**src/rtl/pgm_boot_pkg.sv**
```systemverilog
// Shared definitions for the program-memory boot loader: FSM state
// encoding and the default frame start marker.
package pgm_boot_pkg;

    typedef enum logic [2:0] {
        S_SYNC = 3'd0,
        S_LEN  = 3'd1,
        S_DATA = 3'd2,
        S_CHK  = 3'd3,
        S_RUN  = 3'd4,
        S_ERR  = 3'd5
    } boot_state_t;

    localparam logic [7:0] DEFAULT_SYNC_BYTE = 8'hA5;

    // True for the states that are in the middle of receiving a frame and
    // therefore subject to the idle timeout.
    function automatic logic in_frame(input boot_state_t st);
        return (st == S_LEN) || (st == S_DATA) || (st == S_CHK);
    endfunction

endpackage

```
**src/rtl/pgm_idle_timer.sv**
```systemverilog
// Idle-cycle counter for the boot loader. Counts enabled cycles, clears on
// request, and flags expiry on the cycle whose count would reach TIMEOUT.
// TIMEOUT of 0 disables expiry entirely.
module pgm_idle_timer #(
    parameter int unsigned TIMEOUT = 1024
) (
    input  logic clk,
    input  logic rst_n,
    input  logic i_clear,
    input  logic i_enable,
    output logic o_expire
);

    localparam int unsigned CNT_W = (TIMEOUT > 0) ? $clog2(TIMEOUT + 1) : 1;
    localparam logic [CNT_W-1:0] LAST_IDLE = CNT_W'(TIMEOUT - 1);

    logic [CNT_W-1:0] r_count;
    logic             w_enabled_timeout;

    assign w_enabled_timeout = (TIMEOUT != 0);

    // Expire as the count steps onto TIMEOUT, so the owner leaves the frame
    // on exactly the TIMEOUT-th idle cycle.
    assign o_expire = w_enabled_timeout && i_enable && !i_clear && (r_count == LAST_IDLE);

    // Idle counter: clear has priority over counting.
    always_ff @(posedge clk or negedge rst_n) begin
        if (!rst_n) begin
            r_count <= '0;
        end else if (i_clear) begin
            r_count <= '0;
        end else if (i_enable) begin
            r_count <= r_count + 1'b1;
        end
    end

endmodule

```
**src/rtl/pgm_boot_loader.sv**
```systemverilog
// Boot-time sequencer for the CPU program memory. Keeps the CPU in reset,
// receives a framed byte stream (SYNC, L, payload, checksum), writes the
// payload from address 0 and releases the CPU when the checksum matches.
module pgm_boot_loader
    import pgm_boot_pkg::*;
#(
    parameter int unsigned        ADDR_W    = 8,
    parameter int unsigned        DATA_W    = 8,
    parameter logic [DATA_W-1:0]  SYNC_BYTE = DATA_W'(DEFAULT_SYNC_BYTE),
    parameter int unsigned        TIMEOUT   = 1024
) (
    input  logic              clk,
    input  logic              reset_n,
    input  logic              in_valid,
    input  logic [DATA_W-1:0] in_data,
    output logic              in_ready,
    input  logic              reload,
    output logic              pgm_we,
    output logic [ADDR_W-1:0] pgm_addr,
    output logic [DATA_W-1:0] pgm_wdata,
    output logic              cpu_reset,
    output logic              done,
    output logic              err
);

    localparam logic [ADDR_W:0] FULL_LEN = (ADDR_W+1)'(1) << ADDR_W;

    boot_state_t       r_state,     r_state_next;
    logic [ADDR_W:0]   r_remaining, r_remaining_next;
    logic [ADDR_W-1:0] r_wr_addr,   r_wr_addr_next;
    logic [DATA_W-1:0] r_sum,       r_sum_next;
    logic              r_pgm_we,    r_pgm_we_next;
    logic [ADDR_W-1:0] r_pgm_addr,  r_pgm_addr_next;
    logic [DATA_W-1:0] r_pgm_wdata, r_pgm_wdata_next;
    logic              r_cpu_reset, r_cpu_reset_next;
    logic              r_done,      r_done_next;
    logic              r_err,       r_err_next;

    logic              w_accept;
    logic              w_in_frame;
    logic              w_expire;
    logic [ADDR_W:0]   w_len;
    logic [DATA_W-1:0] w_sum_plus_byte;

    // The stream is refused only while the CPU is running.
    assign in_ready        = (r_state != S_RUN);
    assign w_accept        = in_valid && in_ready;
    assign w_in_frame      = in_frame(r_state);
    assign w_sum_plus_byte = r_sum + in_data;

    // A length byte of zero stands for a full memory image.
    assign w_len = ((ADDR_W+1)'(in_data) == '0) ? FULL_LEN : (ADDR_W+1)'(in_data);

    pgm_idle_timer #(
        .TIMEOUT (TIMEOUT)
    ) u_idle_timer (
        .clk      (clk),
        .rst_n    (reset_n),
        .i_clear  (w_accept || !w_in_frame),
        .i_enable (w_in_frame && !w_accept),
        .o_expire (w_expire)
    );

    // Next-state and registered-output decode for the frame sequencer.
    always_comb begin
        r_state_next     = r_state;
        r_remaining_next = r_remaining;
        r_wr_addr_next   = r_wr_addr;
        r_sum_next       = r_sum;
        r_pgm_we_next    = 1'b0;
        r_pgm_addr_next  = r_pgm_addr;
        r_pgm_wdata_next = r_pgm_wdata;
        r_cpu_reset_next = r_cpu_reset;
        r_done_next      = r_done;
        r_err_next       = r_err;

        unique case (r_state)
            S_SYNC: begin
                if (w_accept && in_data == SYNC_BYTE) begin
                    r_state_next = S_LEN;
                end
            end
            S_LEN: begin
                if (w_accept) begin
                    r_remaining_next = w_len;
                    r_wr_addr_next   = '0;
                    r_sum_next       = '0;
                    r_state_next     = S_DATA;
                end
            end
            S_DATA: begin
                if (w_accept) begin
                    r_pgm_we_next    = 1'b1;
                    r_pgm_addr_next  = r_wr_addr;
                    r_pgm_wdata_next = in_data;
                    r_wr_addr_next   = r_wr_addr + 1'b1;
                    r_sum_next       = w_sum_plus_byte;
                    r_remaining_next = r_remaining - 1'b1;
                    if (r_remaining == (ADDR_W+1)'(1)) begin
                        r_state_next = S_CHK;
                    end
                end
            end
            S_CHK: begin
                if (w_accept) begin
                    if (w_sum_plus_byte == '0) begin
                        r_state_next     = S_RUN;
                        r_cpu_reset_next = 1'b0;
                        r_done_next      = 1'b1;
                        r_err_next       = 1'b0;
                    end else begin
                        r_state_next     = S_ERR;
                        r_err_next       = 1'b1;
                        r_cpu_reset_next = 1'b1;
                        r_done_next      = 1'b0;
                    end
                end
            end
            S_RUN: begin
                // Incoming bytes are not accepted here, so reload cannot race one.
                if (reload) begin
                    r_state_next     = S_SYNC;
                    r_cpu_reset_next = 1'b1;
                    r_done_next      = 1'b0;
                end
            end
            S_ERR: begin
                if (w_accept && in_data == SYNC_BYTE) begin
                    r_state_next = S_LEN;
                    r_err_next   = 1'b0;
                end
            end
            default: begin
                r_state_next     = S_SYNC;
                r_cpu_reset_next = 1'b1;
                r_done_next      = 1'b0;
            end
        endcase

        // An abandoned frame keeps whatever payload already reached memory.
        if (w_expire) begin
            r_state_next     = S_ERR;
            r_err_next       = 1'b1;
            r_cpu_reset_next = 1'b1;
            r_done_next      = 1'b0;
        end
    end

    // State and output registers; reset parks the CPU immediately.
    always_ff @(posedge clk or negedge reset_n) begin
        if (!reset_n) begin
            r_state     <= S_SYNC;
            r_remaining <= '0;
            r_wr_addr   <= '0;
            r_sum       <= '0;
            r_pgm_we    <= 1'b0;
            r_pgm_addr  <= '0;
            r_pgm_wdata <= '0;
            r_cpu_reset <= 1'b1;
            r_done      <= 1'b0;
            r_err       <= 1'b0;
        end else begin
            r_state     <= r_state_next;
            r_remaining <= r_remaining_next;
            r_wr_addr   <= r_wr_addr_next;
            r_sum       <= r_sum_next;
            r_pgm_we    <= r_pgm_we_next;
            r_pgm_addr  <= r_pgm_addr_next;
            r_pgm_wdata <= r_pgm_wdata_next;
            r_cpu_reset <= r_cpu_reset_next;
            r_done      <= r_done_next;
            r_err       <= r_err_next;
        end
    end

    assign pgm_we    = r_pgm_we;
    assign pgm_addr  = r_pgm_addr;
    assign pgm_wdata = r_pgm_wdata;
    assign cpu_reset = r_cpu_reset;
    assign done      = r_done;
    assign err       = r_err;

endmodule

```
**config.mk**
```make
export PLATFORM = sky130hd
export DESIGN_NAME = pgm_boot_loader
export DESIGN_NICKNAME = d
export VERILOG_FILES = /design/src/rtl/pgm_boot_pkg.sv /design/src/rtl/pgm_idle_timer.sv /design/src/rtl/pgm_boot_loader.sv
export SDC_FILE = /design/constraint.sdc
export NUM_CORES = 1
export LEC_CHECK = 0
export ABC_AREA = 1
export CELL_PAD_IN_SITES_DETAIL_PLACEMENT = 1
export CELL_PAD_IN_SITES_GLOBAL_PLACEMENT = 1
export CORE_UTILIZATION = 42
export DETAILED_ROUTE_END_ITERATION = 7
export PLACE_DENSITY_LB_ADDON = 0.1
export REMOVE_ABC_BUFFERS = 1
export SLEW_MARGIN = 20
export SYNTH_ARGS = -nofsm -noshare
export SYNTH_HDL_FRONTEND = slang
export SYNTH_SLANG_ARGS = --single-unit
```
**constraint.sdc**
```tcl
create_clock -name clk -period 2.37 [get_ports clk]
set_input_delay 0.237 -clock clk [delete_from_list [all_inputs] [get_ports clk]]
set_output_delay 0.237 -clock clk [all_outputs]
set_load 0.03 [all_outputs]
```
Yosys cells after proc, flatten, opt, wreduce, memory -nomap -nowiden:

Cells that the tools add are included.

* add/subtract/negate cells: 4
* multipliers: 0
* divide/modulo/power cells: 0
* order comparisons: 0
* eq/ne operators: 19
* shifts and indexed selects: 0
* muxes and demuxes: 35
* bitwise gates (word level): 0
* reduce and logical (&&, ||, !) cells: 24

Operators by type and width (number)
* 8-bit case mux with 2 select lines: 2
* 9-bit two-way mux: 3
* 8-bit two-way mux: 3
* 11-bit two-way mux: 2
* 3-bit two-way mux: 7
* 9-bit case mux with 2 select lines: 1
* 8-bit logical NOT: 2
* 3-bit by 2-bit inequality test with 1-bit output, second input constant: 5
* 3-bit case mux with 5 select lines: 1
* 1-bit two-way mux: 13
* 11-bit by 1-bit adder with 11-bit output, second input constant: 1
* 11-bit by 10-bit equality test with 1-bit output, second input constant: 1
* 9-bit by 1-bit equality test with 1-bit output, second input constant: 1
* 3-bit AND reduction: 3
* 9-bit by 1-bit subtractor with 9-bit output, second input constant: 1
* 8-bit by 1-bit adder with 8-bit output, second input constant: 1
* 8-bit adder: 1
* 8-bit equality test, second input constant: 1
* 3-bit by 2-bit equality test with 1-bit output, second input constant: 2
* 3-bit equality test, second input constant: 2
* 3-bit by 1-bit inequality test with 1-bit output, second input constant: 2
* 1-bit case mux with 3 select lines: 2
* 6-bit AND reduction: 1
* 1-bit logical AND: 5
* 13 further kinds: 19

* register bits: 59
* latch bits: 0
* RAM bits: 0
* memory bits (read-only): 0
* bits of input ports: 12
* output and inout bits: 21
* word-level logic and storage cells: 93
* memories: 0

Depth between registers and ports, before layout:

Gate-level depths: netlist (run 1).

* depth in word-level cells: 10
* depth in mapped cells: 12
* depth with buffers taken out: 12

Cells and area by module:

Synthesis (run 1) repeated with hierarchy kept, for this count alone.

* cells, all modules: 440
* area total of the unflattened synthesis: 3359.5 µm²

By module, submodules not included
* pgm_boot_loader: instances 1, cells each 356, area each 2728.9 µm², sequential area each 1202.4 µm²
* pgm_idle_timer: instances 1, cells each 84, area each 630.6 µm², sequential area each 275.3 µm²

Least setup slack after synthesis (run 1):

OpenSTA, ideal clock, no wires.

* path kind: register to register
* start point: register r_sum[0]
* end point: register r_state[0]
* library setup time: 0.117 ns
* data arrival time: 1.703 ns
* data required time: 2.253 ns
* slack: 0.549 ns
* cell stages (with the launch flop): 13
* path buffers: 0
* period minus slack after synthesis: 1.821 ns
* path through: dfrtp_1 -> ha_1 -> fa_1 -> nand2_1 -> nand2_1 -> nand3_1 -> nand2_1 -> nand2_1 -> nand2_1 -> nor2_1 -> nand3_1 -> nand2_1 -> a21oi_2

* word-level cells in the longest chain between the ends: 6

RTL lines
* from (decl): line pgm_boot_loader.sv:31 `logic [DATA_W-1:0] r_sum, r_sum_next;`
* from (signal assigned): line pgm_boot_loader.sv:166 `r_sum <= r_sum_next;`
* 8-bit adder: line pgm_boot_loader.sv:49 `assign w_sum_plus_byte = r_sum + in_data;`
* 8-bit logical NOT: line pgm_boot_loader.sv:106 `if (w_sum_plus_byte == '0) begin`
* 1-bit two-way mux: line pgm_boot_loader.sv:106
* 3-bit two-way mux: line pgm_boot_loader.sv:105 `if (w_accept) begin`
* 3-bit case mux with 5 select lines: line pgm_boot_loader.sv:77 `unique case (r_state)`
* 3-bit two-way mux: line pgm_boot_loader.sv:141 `if (w_expire) begin`
* to (signal assigned): line pgm_boot_loader.sv:163 `r_state <= r_state_next;`
* to (decl): line pgm_boot_loader.sv:28 `boot_state_t r_state, r_state_next;`

Every way passes these cells. The select of a mux whose other input is x is not followed.
A chain may end at the register's enable or synchronous reset.

Worst setup path in the final report (run 1):

Same ends and word-level chain as after synthesis.

==> impl_metrics.py, run 1 <==
metrics = {
    "run_status": {
        "status": "complete, no violations",
    },
    "logic_synthesis": {
        "synthAdderAreaFrac_pct": 4.80,
        "synth_seq_cells": 59,
        "synth_compound_area_share_pct": 14.5,
        "yosysWarnings": 0,
        "ys_seq_area_share_pct": 45.0,
        "synth_top_family_by_area": "simple AND/OR/NAND/NOR gates",
        "yosys.cell_types.count": 41,
        "ys.flop_type": "dfrtp_1",
        "synth_cells": 420,
        "synth_mux_area_share_pct": 0,
        "yosys.area_share.xor_xnor_pct": 1.33,
        "async_reset_ff_share_pct": 100,
        "synth_top_area_share_pct": 44.2,
        "synth_top_area_cell": "dfrtp_1",
        "synth_area_um2": 3280,
        "netlist_top_cells_area": "dfrtp_1 (44%), nand2_1 (12%), inv_1 (6.3%)",
        "synth-simple-area-share_pct": 25.9,
        "synth_edf_count": 0,
        "avgSynthCellArea_um2": 7.82,
    },
    "detailed_routing": {
        "antenna_left": 0,
        "drt-initial-drc-count": 79,
        "wire_per_inst_um": 14.1,
        "num_vias": 2950,
        "routed_wl_um": 8050,
        "first_pass_iters": 4,
        "vias_per_cell": 5.18,
        "drc": 0,
    },
    "timing": {
        "finalSetupViolCount": 0,
        "slew_viol_final": 0,
        "finalHoldWorstSlack_ps": 366,
        "finalHoldViolCount": 0,
        "fin_skew_ps": 7.85,
        "finalCritPeriodShare_pct": 86.1,
        "worstMarginPinSlew_ps": 571,
        "fin_crit_ps": 2040,
        "rsz0062_at_grt": "false",
        "fmax_mhz": 490,
        "max-slew-margin-rel_pct": 61.9,
        "setup_tns_ps": 0,
    },
    "place": {
        "dp_cells": 552,
        "portBuffers": 32,
        "dp_hpwl_um": 5920,
        "place_congestion": 0.871,
    },
    "cells_and_area": {
        "nets": 489,
        "antenna_cells": 0,
        "area_growth_pct": 21.2,
        "layout_commonest_cell": "nand2_1",
        "final_cell_mix": "nand2_1 (106), dfrtp_1 (58), inv_1 (55), nor2_1 (37)",
        "utilization_pct": 53.7,
        "layoutNonFillerInstCount": 569,
        "fillers": 927,
        "multi_input_area_um2": 1530,
        "drive_gt1_share_pct": 10.0,
        "regArea_um2": 1480,
    },
    "clocking": {
        "path_clk_slew_ps": 70,
        "htree_levels": 3,
        "clk_latency_ps": 340,
        "cts_buffers": 9,
        "cts_setup_buffers": 0,
        "ctsHoldBuffers": 1,
        "root_buffer": "clkbuf_8",
        "cts_resized": 0,
        "cts.sinks": 59,
        "cts_tree": "built",
        "ctsLongestPathBuffers": 2,
    },
    "critical_path": {
        "crit_chain": "ha_1, fa_1, nand2_1, nand2_1, nand2_1, nand2_1, nand2_1, nand3_1, nor2_1, nand3_1, nand2_1, a21oi_2",
        "worstPathRequired_ps": 2610,
        "crit_buf_inv": 0,
        "criticalPathCategory": "reg -> reg",
        "cp-start-kind": "flip-flop",
        "crit_family": "simple AND/OR/NAND/NOR gates",
        "cp.arrival_ps": 2280,
        "cpPeakStageDelay_ps": 410,
        "worstReg2RegEnd": "r_state[0]",
        "endpoint_kind": "flip-flop",
        "reg2reg_setup_slack_ps": 330,
        "crit_path_frequent_cell": "nand2_1",
        "slowest_stage": "fa_1",
        "worstPathMaxFanout": 3,
        "ff2ff_path_depth": 12,
        "r2r-start": "r_sum[0]",
    },
    "pwr": {
        "pwr_density_cell_nw_per_um2": 1130,
        "clock_power_share_pct": 22.1,
        "ir_worst_vdd_mv": 0.494,
        "seqPwrFrac_pct": 33.5,
        "p_leak_nw": 1.96,
        "power_switching_w": 0.00190,
        "combPwrFrac_pct": 44.4,
        "switching_share_pct": 42.1,
        "p_int_w": 0.00260,
    },
    "floorplanning": {
        "core_area_um2": 7410,
        "start_util_pct": 44.3,
        "fp.dieW_um": 90.4,
        "pin_count": 33,
        "std_cell_rows": 31,
        "die_h_um": 90.4,
        "dieArea_um2": 8170,
    },
    "grt": {
        "grt_antenna_before_repair": 0,
        "grt.total_usage_pct": 21.7,
        "grt_pass1_vias": 3046,
        "grt_max_degree": 35,
        "grt_pass1_wl_um": 14200,
        "grt-ovfl-total": 0,
    },
    "run": {
        "drv_cap": 0,
    },
    "worst_hold_path": {
        "worstHoldPathType": "in -> async",
    },
}
[Yosys cell counts (all sizes together) (3+ instances only)]
library cell,n
buf,5
o211ai,4
nor4,3
a21oi,25
o21ai,40
inv,62
ha,11
xor2,3
nand3,34
nor2,39
a22o,5
dfrtp,58
nand2,108
nor3,6
[sequential cells by signal (all words and copies together) (netlist names)]
register              cells
pgm_wdata                 8
cpu_reset                 1
pgm_we                    1
r_state                   3
pgm_addr                  8
r_remaining               9
err                       1
r_wr_addr                 8
done                      1
u_idle_timer.r_count     11
r_sum                     8
[power groups by stage]
| stage | combinational, W | sequential (W) | clock [W] |
|---|---|---|---|
| final | 0.00200 | 0.00151 | 0.000993 |
| after detailed placement | 0.00201 | 0.00152 | 0 |
| after CTS | 0.00202 | 0.00151 | 0.00101 |
| after floorplan | 0.00114 | 0.00172 | 0 |
| after global routing | 0.00224 | 0.00155 | 0.00105 |
| after global placement | 0.00195 | 0.00151 | 0 |
[worst register-to-register path, stage by stage, from the launching register on]
cell	delay, ps
dfrtp_1	380
ha_1	230
fa_1	410
nand2_1	80
nand2_1	80
nand2_1	80
nand2_1	50
nand2_1	70
nand3_1	70
nor2_1	240
nand3_1	120
nand2_1	80
a21oi_2	50
[worst max path at each step]
stage                           from          to  slack, ps  cells after the start
after floorplan             r_sum[0]  r_state[0]        550                     12
after global placement    in_data[0]  r_state[0]         80                     13
after detailed placement  in_data[0]  r_state[0]         -3                     13
after CTS                   r_sum[0]  r_state[0]        310                     12
after global routing        r_sum[0]  r_state[0]        130                     12
final                       r_sum[0]  r_state[0]        330                     12
[final cells by class]
| class | instances | share of cell area (%) |
|---|---|---|
| clock inverters | 3 | 1.13 |
| well taps | 99 | 3.11 |
| flip-flops and latches | 59 | 37.2 |
| inverters | 62 | 5.91 |
| clock buffers | 13 | 4.25 |
| multi-input cells | 292 | 38.4 |
| repair buffers | 41 | 10.0 |
[logic make-up (layout without fill, tap and decap cells)]
kind of cell             after synthesis  in the layout
AO/OA/AOI/OAI                         82             82
XOR/XNOR                               5              5
adder cells (fa/ha/maj)               12             12
buffers and inverters                 69            119
flip-flops                            59             59
AND/OR/NAND/NOR                      193            193
[metrics by stage]
step | total power (W) | cell area, µm² | worst slack, ps
6_report | 0.00450 | 3980 | 330
4_1_cts | 0.00455 | 3980 | 309
3_3_place_gp | 0.00347 | 3750 | 79.6
3_5_place_dp | 0.00353 | 3750 | -3.48
5_1_grt | 0.00484 | 3980 | 134
2_1_floorplan | 0.00286 | 3240 | 549
[per-layer routing]
layer | track usage [%] | share of wire, %
met1 | 27.0 | 47
met2 | 37.2 | 49
met3 | 4.71 | 2.4
met4 | 7.66 | 1.8
met5 | 0 | 0
Note: power is estimated with default switching activity, not from simulation.
==> inputs of run 2 (changes only) <==
--- a/config.mk
+++ b/config.mk
@@ -8,6 +8,7 @@
 export ABC_AREA = 1
 export CELL_PAD_IN_SITES_DETAIL_PLACEMENT = 1
 export CELL_PAD_IN_SITES_GLOBAL_PLACEMENT = 1
+export CORE_ASPECT_RATIO = 1.2
 export CORE_UTILIZATION = 42
 export DETAILED_ROUTE_END_ITERATION = 7
 export PLACE_DENSITY_LB_ADDON = 0.1
==> run 2 against run 1 <==
Compared with the run above: combinational power hardly changed; global-route usage increased by 1.7 points; first-iteration DRC count up 32%; worst hold slack worse by 140 ps; register-to-register slack lost 80 ps; highest routed layer unchanged.
==> impl_metrics.py, run 2 (synthesis gave the netlist of run 1 again) <==
metrics = {
    "detailed_routing": {
        "vias_per_cell": 5.23,
        "drt-initial-drc-count": 104,
        "drc": 0,
        "routed_wl_um": 8300,
        "first_pass_iters": 4,
        "antenna_left": 0,
        "num_vias": 2940,
        "wire_per_inst_um": 14.8,
    },
    "clocking": {
        "path_clk_slew_ps": 80,
        "root_buffer": "clkbuf_8",
        "htree_levels": 3,
        "ctsLongestPathBuffers": 2,
        "cts_buffers": 9,
        "cts_resized": 0,
        "cts_tree": "built",
        "cts.sinks": 59,
        "clk_latency_ps": 350,
    },
    "timing": {
        "max-slew-margin-rel_pct": 64.4,
        "finalSetupViolCount": 0,
        "slew_viol_final": 0,
        "finalHoldViolCount": 0,
        "fin_crit_ps": 2120,
        "fmax_mhz": 472,
        "fin_skew_ps": 11.3,
        "finalCritPeriodShare_pct": 89.4,
        "rsz0062_at_grt": "false",
        "worstMarginPinSlew_ps": 534,
    },
    "place": {
        "place_congestion": 0.860,
        "portBuffers": 32,
        "placed_area_um2": 3740,
        "dp_hpwl_um": 6090,
        "dp_cells": 545,
    },
    "floorplanning": {
        "start_util_pct": 44.4,
        "pin_count": 33,
        "fp.dieW_um": 82.7,
        "die_h_um": 98.9,
        "dieArea_um2": 8180,
        "core_area_um2": 7400,
        "std_cell_rows": 34,
    },
    "critical_path": {
        "criticalPathCategory": "reg -> reg",
        "cp-start-kind": "flip-flop",
        "worstPathMaxFanout": 3,
        "endpoint_kind": "flip-flop",
        "cp.arrival_ps": 2360,
        "worstPathRequired_ps": 2610,
    },
    "pwr": {
        "p_leak_nw": 1.98,
        "pwr_density_cell_nw_per_um2": 1150,
        "ir_worst_vdd_mv": 0.605,
    },
    "grt": {
        "grt_max_degree": 35,
        "grt-ovfl-total": 0,
        "grt_pass1_wl_um": 14500,
        "grt_pass1_vias": 3132,
        "grt.total_usage_pct": 23.4,
        "grt_antenna_before_repair": 0,
    },
    "cells_and_area": {
        "largest_register": "u_idle_timer.r_count",
        "utilization_pct": 53.8,
        "layout_commonest_cell": "nand2_1",
        "nets": 491,
        "fin_area_um2": 3980,
        "final_cell_mix": "nand2_1 (106), dfrtp_1 (58), inv_1 (55), nor2_1 (37)",
        "largest_reg_flops": 11,
        "drive_gt1_share_pct": 10.6,
        "reg_top3": "u_idle_timer.r_count x11, r_remaining x9",
        "layoutNonFillerInstCount": 562,
        "area_growth_pct": 21.2,
        "antenna_cells": 0,
    },
    "worst_hold_path": {
        "worstHoldPathType": "in -> async",
    },
    "run_status": {
        "status": "complete, no violations",
    },
    "run": {
        "drv_cap": 0,
    },
}
run 2: cell types whose count changed in the layout (fill, tap and decap cells not counted):
cell        previous run  this run
bufinv_16              1         2
clkinv_4               0         2
clkbuf_8              12         9
buf_12                 1         0
clkbuf_1               1         0
inv_6                  0         2
buf_4                  7        10
clkinvlp_4             2         0
clkinv_2               0         1
run 2: path summary, 6_finish.rpt:
path	from	end	slack (ps)	cells after the start
setup reg to reg	r_sum[0]	r_state[0]	250	12
min in group clk	u_idle_timer.r_count[0]	u_idle_timer.r_count[0]	460	1
max in group asynchronous	reset_n	u_idle_timer.r_count[4]	1540	3
setup / recovery	r_sum[0]	r_state[0]	250	12
hold / removal	reset_n	r_sum[2]	230	2
hold reg to reg	u_idle_timer.r_count[0]	u_idle_timer.r_count[0]	460	1
run 2: power breakdown:
| group | internal (W) | total (W) | switching (W) | leakage (nW) |
|---|---|---|---|---|
| sequential | 0.00130 | 0.00151 | 0.000216 | 0.769 |
| clock | 0.000601 | 0.00105 | 0.000454 | 0.114 |
| combinational | 0.000742 | 0.00201 | 0.00127 | 1.10 |
run 2: repair_timing:
| action | 4_1_cts | 5_1_grt |
|---|---|---|
| buffers inserted | 0 | 0 |
| hold buffers | 1 | 0 |
| endpoints found under the hold margin | 27 | 0 |
run 2: layout make-up:
type,count,area [µm²]
tap,90,113
inverter,62,235
multi-input combinational,292,1530
timing repair buffer,43,400
clock buffer,9,124
clock inverter,7,100
sequential,59,1480
fill,932,3420
run 2: critical path, stage by stage (launching register included):
cell	delay, ps
dfrtp_1	390
ha_1	220
fa_1	420
nand2_1	80
nand2_1	100
nand2_1	80
nand2_1	50
nand2_1	80
nand3_1	80
nor2_1	250
nand3_1	140
nand2_1	90
a21oi_2	50
run 2: per-layer routing:
metal | wire (µm) | vias up | global-route usage [%]
met5 | 0 | - | 0
met4 | 140 | 0 | 7.82
met3 | 176 | 10 | 4.54
met2 | 4300 | 32 | 41.1
met1 | 3680 | 1436 | 27.9
li1 | - | 1462 | -
run 2: per-stage QoR:
stage	setup WS (ps)	setup TNS, ps	power, W	hold WS (ps)
CTS	218	0	0.00465	216
finish	252	0	0.00458	228
floorplan	549	0	0.00286	-58.6
global placement	83.0	0	0.00347	57.4
global route	113	0	0.00494	244
detailed placement	-12.5	-12.5	0.00355	58.6
==> inputs of run 3 (changes only) <==
--- a/config.mk
+++ b/config.mk
@@ -9,8 +9,9 @@
 export CELL_PAD_IN_SITES_DETAIL_PLACEMENT = 1
 export CELL_PAD_IN_SITES_GLOBAL_PLACEMENT = 1
 export CORE_ASPECT_RATIO = 1.2
-export CORE_UTILIZATION = 42
+export CORE_UTILIZATION = 47
 export DETAILED_ROUTE_END_ITERATION = 7
+export DONT_BUFFER_PORTS = 1
 export PLACE_DENSITY_LB_ADDON = 0.1
 export REMOVE_ABC_BUFFERS = 1
 export SLEW_MARGIN = 20
==> run 3 against run 2 <==
Compared with the run above: register-to-register slack better by 120 ps; first-iteration DRC count up 33%; non-clock buffer count down 38; maximum frequency up 5.9%; final cell count down 7.5%; largest power group is now sequential cells.
==> impl_metrics.py, run 3 (synthesis gave the netlist of run 1 again) <==
metrics = {
    "run_status": {
        "status": "complete, no violations",
    },
    "floorplanning": {
        "core_area_um2": 6810,
        "dieArea_um2": 7320,
        "std_cell_rows": 33,
        "start_util_pct": 48.2,
        "die_h_um": 93.6,
        "fp.dieW_um": 78.3,
        "pin_count": 33,
    },
    "critical_path": {
        "reg2reg_setup_slack_ps": 370,
        "endpoint_kind": "flip-flop",
        "worstPathMaxFanout": 3,
        "crit_chain": "ha_1, fa_1, nand2_1, nand2_1, nand3_1, nand2_1, nand2_1, nand2_1, nor2_1, nand3_2, nor2_1, nor2_1",
        "worstPathRequired_ps": 2640,
        "criticalPathCategory": "reg -> reg",
        "crit_family": "simple AND/OR/NAND/NOR gates",
        "crit_path_frequent_cell": "nand2_1",
        "slowest_stage": "fa_1",
        "cp-start-kind": "flip-flop",
        "cp.arrival_ps": 2270,
        "crit_buf_inv": 0,
        "cpPeakStageDelay_ps": 400,
    },
    "detailed_routing": {
        "drc": 0,
        "vias_per_cell": 5.39,
        "wire_per_inst_um": 15.4,
        "antenna_left": 0,
        "num_vias": 2805,
        "drt-initial-drc-count": 138,
        "first_pass_iters": 4,
        "routed_wl_um": 8010,
    },
    "grt": {
        "grt_pass1_vias": 2958,
        "grt_antenna_before_repair": 0,
        "grt.total_usage_pct": 24.2,
        "grt_pass1_wl_um": 13800,
        "grt-ovfl-total": 0,
        "grt_max_degree": 60,
    },
    "place": {
        "portBuffers": 0,
        "place_congestion": 0.859,
        "dpl_worst_slack_ps": 367,
        "dp_hpwl_um": 5650,
        "placed_area_um2": 3370,
    },
    "cells_and_area": {
        "largest_reg_flops": 11,
        "fin_area_um2": 3600,
        "layout_commonest_cell": "nand2_1",
        "final_cell_mix": "nand2_1 (106), dfrtp_1 (58), inv_1 (55), nor2_1 (37), nand3_1 (31)",
        "fillers": 882,
        "reg_top3": "u_idle_timer.r_count x11, r_remaining x9",
        "utilization_pct": 52.9,
        "nets": 453,
        "drive_gt1_share_pct": 9.70,
        "area_growth_pct": 9.72,
        "antenna_cells": 0,
        "largest_register": "u_idle_timer.r_count",
    },
    "timing": {
        "finalCritPeriodShare_pct": 84.3,
        "setup_slack_ps": 371,
        "max-slew-margin-rel_pct": 63.3,
        "rsz0062_at_grt": "false",
        "fmax_mhz": 500,
        "finalSetupViolCount": 0,
        "finalHoldWorstSlack_ps": 20.7,
        "setup_tns_ps": 0,
        "fin_crit_ps": 2000,
        "fin_skew_ps": 12.0,
        "slew_viol_final": 0,
        "worstMarginPinSlew_ps": 550,
        "finalHoldViolCount": 0,
    },
    "clocking": {
        "path_clk_slew_ps": 70,
        "clk_latency_ps": 340,
        "cts_resized": 0,
        "cts_buffers": 9,
        "cts.sinks": 59,
        "root_buffer": "clkbuf_8",
        "cts_tree": "built",
        "cts_setup_buffers": 0,
        "htree_levels": 3,
        "ctsLongestPathBuffers": 2,
    },
    "run": {
        "drv_cap": 0,
    },
    "pwr": {
        "ir_worst_vdd_mv": 0.607,
        "p_leak_nw": 1.83,
        "pwr_density_cell_nw_per_um2": 1160,
    },
    "worst_hold_path": {
        "worstHoldPathType": "in -> reg",
    },
}
-- run 3: cell count changes in the layout (fill, tap and decap cells not counted), moves of 2 or more --
cell	previous run	this run
clkdlybuf4s50_1	31	0
clkinv_2	1	3
inv_6	2	0
buf_4	10	3
-- run 3: per-layer routing --
layer | part of all wire [%] | global-route usage [%] | vias to the layer above
li1 | - | - | 1382
met1 | 45 | 29.5 | 1375
met2 | 51 | 42.5 | 37
met3 | 2.4 | 3.80 | 11
met4 | 1.6 | 9.72 | 0
met5 | 0 | 0 | -
-- run 3: worst paths after layout --
path,start,endpoint,cells after the start
worst min-delay path,in_data[1],pgm_wdata[1],2
min in group asynchronous,reset_n,pgm_addr[1],2
worst min register to register,u_idle_timer.r_count[0],u_idle_timer.r_count[0],1
worst max-delay path,r_sum[0],cpu_reset,12
worst max register to register,r_sum[0],cpu_reset,12
max in group asynchronous,reset_n,cpu_reset,2
-- run 3: metrics by stage --
| stage | instances | total power, W |
|---|---|---|
| 2_1_floorplan | 413 | 0.00286 |
| 3_3_place_gp | 503 | 0.00318 |
| 3_5_place_dp | 503 | 0.00325 |
| 4_1_cts | 520 | 0.00422 |
| 5_1_grt | 520 | 0.00451 |
| 6_report | 520 | 0.00418 |
-- run 3: what timing repair did --
action / 4_1_cts / 5_1_grt
endpoints found under the hold margin: 59 / 0
hold buffers: 2 / 0
setup endpoints to repair: 0 / 0
-- run 3: report_power, final --
part	internal (W)	leakage (nW)	switching (W)	total, W
Sequential	0.00130	0.769	0.000470	0.00177
Combinational	0.000514	0.955	0.000990	0.00150
Clock	0.000504	0.102	0.000401	0.000905
-- run 3: cell type report --
| type | count | area, µm² | share of cell area (%) |
|---|---|---|---|
| clock inverters | 5 | 53.8 | 1.49 |
| inverters | 62 | 235 | 6.53 |
| well taps | 87 | 109 | 3.02 |
| flip-flops and latches | 59 | 1480 | 41.0 |
| repair buffers | 5 | 60.1 | 1.67 |
| clock buffers | 10 | 138 | 3.82 |
| multi-input cells | 292 | 1530 | 42.4 |
-- run 3: worst register-to-register path: stages (launching register included) --
cell     delay, ps
dfrtp_1        380
ha_1           220
fa_1           400
nand2_1         80
nand2_1         80
nand3_1        100
nand2_1         60
nand2_1         50
nand2_1         60
nor2_1         220
nand3_2        110
nor2_1         120
nor2_1          50
